`src/rtl/char_buf_text.sv`:
```
// char_buf_text: writable COLS x ROWS character grid with a registered read port, cursor or explicit writes, and a self-clearing FSM.
// Ports: clk, rst (async, active-high); char_xy -> char_code_out (1-cycle registered read, {row,col});
//        wr_valid/wr_ready handshake with wr_cursor, wr_xy, wr_code; clr_req starts a clear;
//        busy is high while clearing; cursor_xy is the current cursor {row,col}.
module char_buf_text #(
    parameter int                COL_W     = 4,
    parameter int                ROW_W     = 4,
    parameter int                CODE_W    = 7,
    parameter logic [CODE_W-1:0] FILL_CODE = 7'h20,
    parameter logic [CODE_W-1:0] NL_CODE   = 7'h0A
) (
    input  logic                   clk,
    input  logic                   rst,
    input  logic [ROW_W+COL_W-1:0] char_xy,
    output logic [CODE_W-1:0]      char_code_out,
    input  logic                   wr_valid,
    output logic                   wr_ready,
    input  logic                   wr_cursor,
    input  logic [ROW_W+COL_W-1:0] wr_xy,
    input  logic [CODE_W-1:0]      wr_code,
    input  logic                   clr_req,
    output logic                   busy,
    output logic [ROW_W+COL_W-1:0] cursor_xy
);
    localparam int AW = ROW_W + COL_W;

    typedef enum logic {S_CLEAR, S_IDLE} state_t;

    state_t            state_q, state_d;
    logic [AW-1:0]     clr_cnt_q, clr_cnt_d;
    logic [AW-1:0]     cursor_q, cursor_d;
    logic [CODE_W-1:0] rd_q;
    logic [CODE_W-1:0] mem [2**AW];
    logic              acc, nl, we;
    logic [AW-1:0]     wa;
    logic [CODE_W-1:0] wd;

    assign wr_ready      = state_q == S_IDLE && !clr_req;
    assign busy          = state_q == S_CLEAR;
    assign cursor_xy     = cursor_q;
    assign char_code_out = rd_q;

    always_comb begin
        acc       = wr_valid && wr_ready;
        nl        = wr_cursor && wr_code == NL_CODE;
        we        = state_q == S_CLEAR || (acc && !nl);
        wa        = state_q == S_CLEAR ? clr_cnt_q : wr_cursor ? cursor_q : wr_xy;
        wd        = state_q == S_CLEAR ? FILL_CODE : wr_code;
        state_d   = state_q;
        clr_cnt_d = clr_cnt_q;
        cursor_d  = cursor_q;
        if (state_q == S_CLEAR) begin
            clr_cnt_d = clr_cnt_q + AW'(1);
            if (&clr_cnt_q)
                state_d = S_IDLE;
        end else if (clr_req) begin
            state_d   = S_CLEAR;
            clr_cnt_d = '0;
            cursor_d  = '0;
        end else if (acc && wr_cursor) begin
            // A plain +1 on {row,col} already carries col overflow into row and wraps the last cell to 0.
            cursor_d = nl ? {cursor_q[AW-1:COL_W] + ROW_W'(1), COL_W'(0)} : cursor_q + AW'(1);
        end
    end

    always_ff @(posedge clk or posedge rst) begin
        if (rst) begin
            state_q   <= S_CLEAR;
            clr_cnt_q <= '0;
            cursor_q  <= '0;
            rd_q      <= FILL_CODE;
        end else begin
            state_q   <= state_d;
            clr_cnt_q <= clr_cnt_d;
            cursor_q  <= cursor_d;
            rd_q      <= state_q == S_CLEAR ? FILL_CODE : mem[char_xy];
        end
    end

    // Array is not reset; the clear FSM initialises it. Read above samples the old value (read-first).
    always_ff @(posedge clk) begin
        if (we)
            mem[wa] <= wd;
    end
endmodule

```
`config.mk`:
```
export PLATFORM = sky130hd
export DESIGN_NAME = char_buf_text
export DESIGN_NICKNAME = d
export VERILOG_FILES = /design/src/rtl/char_buf_text.sv
export SDC_FILE = /design/constraint.sdc
export NUM_CORES = 2
export LEC_CHECK = 0
export ABC_AREA = 1
export CAP_MARGIN = 20
export CORE_MARGIN = 2
export CORE_UTILIZATION = 47
export DETAILED_ROUTE_END_ITERATION = 7
export PLACE_DENSITY = 0.62
export SYNTH_ARGS = -nofsm -noshare
export SYNTH_HDL_FRONTEND = slang
export SYNTH_SLANG_ARGS = --single-unit
export TNS_END_PERCENT = 10
```
`constraint.sdc`:
```
create_clock -name clk -period 13.8 [get_ports clk]
set_clock_uncertainty 0.1 [all_clocks]
set_input_delay 2.07 -clock clk [delete_from_list [all_inputs] [get_ports clk]]
set_output_delay 2.07 -clock clk [all_outputs]
set_load 0.05 [all_outputs]
```
==> summary.md <==
| Metric | Value |
|---|---|
| DP Area | approximately 76000 um^2 |
| Setup crit end kind | register |
| Cell with the most instances after synthesis | nand2_1 |
| Peak VDD IR | 0.150 mV |
| CP Launch Type | primary input |
| Cts repair resizes | 0 |
| Placeable Area | 158000 um^2 |
| Unrepaired setup endpoints after global routing | false |
| Max Cap Viol | 0 |
| Hold path depth | 2 |
| Post-synthesis net count | 6441 |
| WS Path Type | primary input to register |
| Layout area overhead | 9.38% |
| Skew-Pair Late Insertion Delay | around 820 ps |
| Setup TNS | 0 ps |
| Clock-pin slew on the worst setup and hold paths | roughly 60 ps |
| Chip Height | 403 um |
| Final wirelength | about 200000 um |
| GRT Util Overall | 0.249 |
| Hold buffers post-CTS | 0 |
| R2r worst-path depth | 11 |
| Final instance area | slightly above 80000 um^2 |
| Site Rows | 146 |
| Syn avg cell area | around 12 um^2 |
| Clock buffer count from CTS | 181 |
| CTS tree | yes |
| Tot Pwr | 12200 uW |
| Drt pass-1 iters | 5 |
| Largest cells by area after synthesis | edfxtp_1, nand3_1, nand2_1 |
| Fin cells | 8490 |
| Final hold vios | 0 |
| IO Pins | 45 |
| Share of layout cells above drive strength 1 | 0.0589 |
| Post-CTS repair timing setup buffer count | 0 |
| Cells after DPL | 8161 |
| I/O Buffers | 44 |
| Sequential fraction of the synthesis area | 0.727 |
| Initial Util | 0.473 |
| Initial antenna violation count | 9 |
| H-tree depth | 4 |
| Yosys top cell by area | edfxtp_1 |
| Synth Register Bits | 1816 |
| Max-slew violations | 0 |
| Fmax | 168 MHz |
| Run status | finished, final reports clean |
| Top cell types by occurrence after synthesis | nand2_1, edfxtp_1, nand3_1 |
| Die X | 403 um |
| Place WS | 7120 ps |
| Initial DRC Count | 5871 |
| Power per cell area | 149 nW/um^2 |
| Worst Path Required | 14380 ps |
| Mapped Cells | roughly 6400 |
| Post-Synthesis Cell Area | ~75000 um^2 |
| DRT antenna net count | 0 |
| Synth async-reset ratio | 0.0132 |
| First-pass GRT wire length | 302000 um |
| Nets | 6304 |
| Final worst slack | 7840 ps |
| Number of synthesized flops with an enable pin | between 1500 and 2000 |
| Top FF cell, synth | edfxtp_1 |
| Post-synth top area share | 0.719 |
| Vias in the first global route | 46000 |
| Clock Sinks | between 1500 and 2000 |
| Post-DP HPWL | 111000 um |
| Placer congestion estimate | about 0.88 |
| Rel. slew slack | 0.188 |
| WL per Instance | between 20 and 25 um |
| Clk buf depth | 3 |
| Worst Max-Slew Pin Slew | 1210 ps |
| LEAKAGE | about 0.029 uW |
| Via count | 48900 |
| Critical Path AT | roughly 6500 ps |
| Final setup vio count | 0 |
| Hold WC Path Type | register to register |
| DIE AREA | around 160000 um^2 |
| Largest net degree at the start of global routing | 231 |
| Root Buffer | clkbuf_16 |
| Tcrit/Tclk final | 0.432 |
| Post-DR vias/cell | 5.76 |
| Ys Warns | 0 |
| GRT overflow | 0 |
| Critical path fanouts, max | 88 |
| Unique masters post-synth | 39 |
| DR DRC count | 0 |
| Minimum clock period | around 6000 ps |
state kept, by name (all words and copies together) (netlist names):
register and count:
mem 1792, char_code_out 7, clr_cnt_q 8, cursor_xy 8
state_q 1
metal layers:
layer	up-vias	wire length [um]	track usage
li1	22300	-	-
met1	24100	85500	0.359
met2	2232	93600	0.378
met3	333	17800	0.0494
met4	8	6840	0.0865
met5	-	191	0
cells in the final DEF (no fill, tap or decap), types with 18 or more instances in the layout:
master and instances:
a21oi_1 18, buf_4 64, clkbuf_1 40, clkbuf_16 188, clkdlybuf4s50_1 39, clkinv_1 43
clkinv_2 30, dfrtp_1 23, edfxtp_1 1792, inv_1 55, nand2_1 1994, nand2_2 26
nand3_1 1686, nor2_1 295, o21ai_0 19
cell families (layout without fill, tap and decap cells):
kind of cell / Yosys count / after routing / share of synthesized area
adders and majority gates: 3 / 3 / 0.000502
other: 0 / 1 / 0
DFF: 1816 / 1816 / 0.727
AOI/OAI and AO/OA: 62 / 62 / 0.00533
xor gates and xnor gates: 2 / 2 / 0.000234
and+or+nand+nor: 4019 / 4019 / 0.232
buffers and inverters: 508 / 515 / 0.0352
per-stage QoR:
| stage | utilization | hold slack [ps] |
|---|---|---|
| detailed placement | 0.481 | 482 |
| global route | 0.517 | 530 |
| global placement | 0.481 | 466 |
| finish | 0.517 | 496 |
| floorplan | - | 444 |
| CTS | 0.517 | 496 |
power breakdown:
part	leakage, uW	internal (uW)	total [uW]	switching, uW
Clock	0.00278	2690	4760	2070
Combinational	0.00923	244	1260	1010
Sequential	0.0167	6170	6210	35.1
Total	0.0287	9110	12200	3120
worst paths after layout:
path / from / endpoint / slack [ps]
worst max-delay path: char_xy[1] / char_code_out[4] / 7840
worst min-delay path: cursor_xy[7] / cursor_xy[7] / 500
worst max register to register: state_q / mem[222][2] / 9650
worst min register to register: cursor_xy[7] / cursor_xy[7] / 500
max in group asynchronous: rst / char_code_out[5] / 11690
min in group asynchronous: rst / cursor_xy[0] / 1540
worst max-delay path: stages:
cell,delay (ps)
buf_8,370
buf_4,790
buf_4,860
buf_4,990
nand3_1,200
nand3_1,150
nand3_1,90
nand3_1,160
nand2_1,90
nand2_1,60
nand3_1,270
nand3_1,180
a21oi_1,70
layout make-up:
cell class              count  area (um^2)
clock buffers             232         4910
fillers                 13600        76300
flip-flops and latches   1816        54400
well taps                2072         2590
repair buffers            112         1030
multi-input cells        4086        17800
inverters                  76          364
diodes                      1         2.50
clock inverters            95          743
Power figures use the tool's default switching activity.
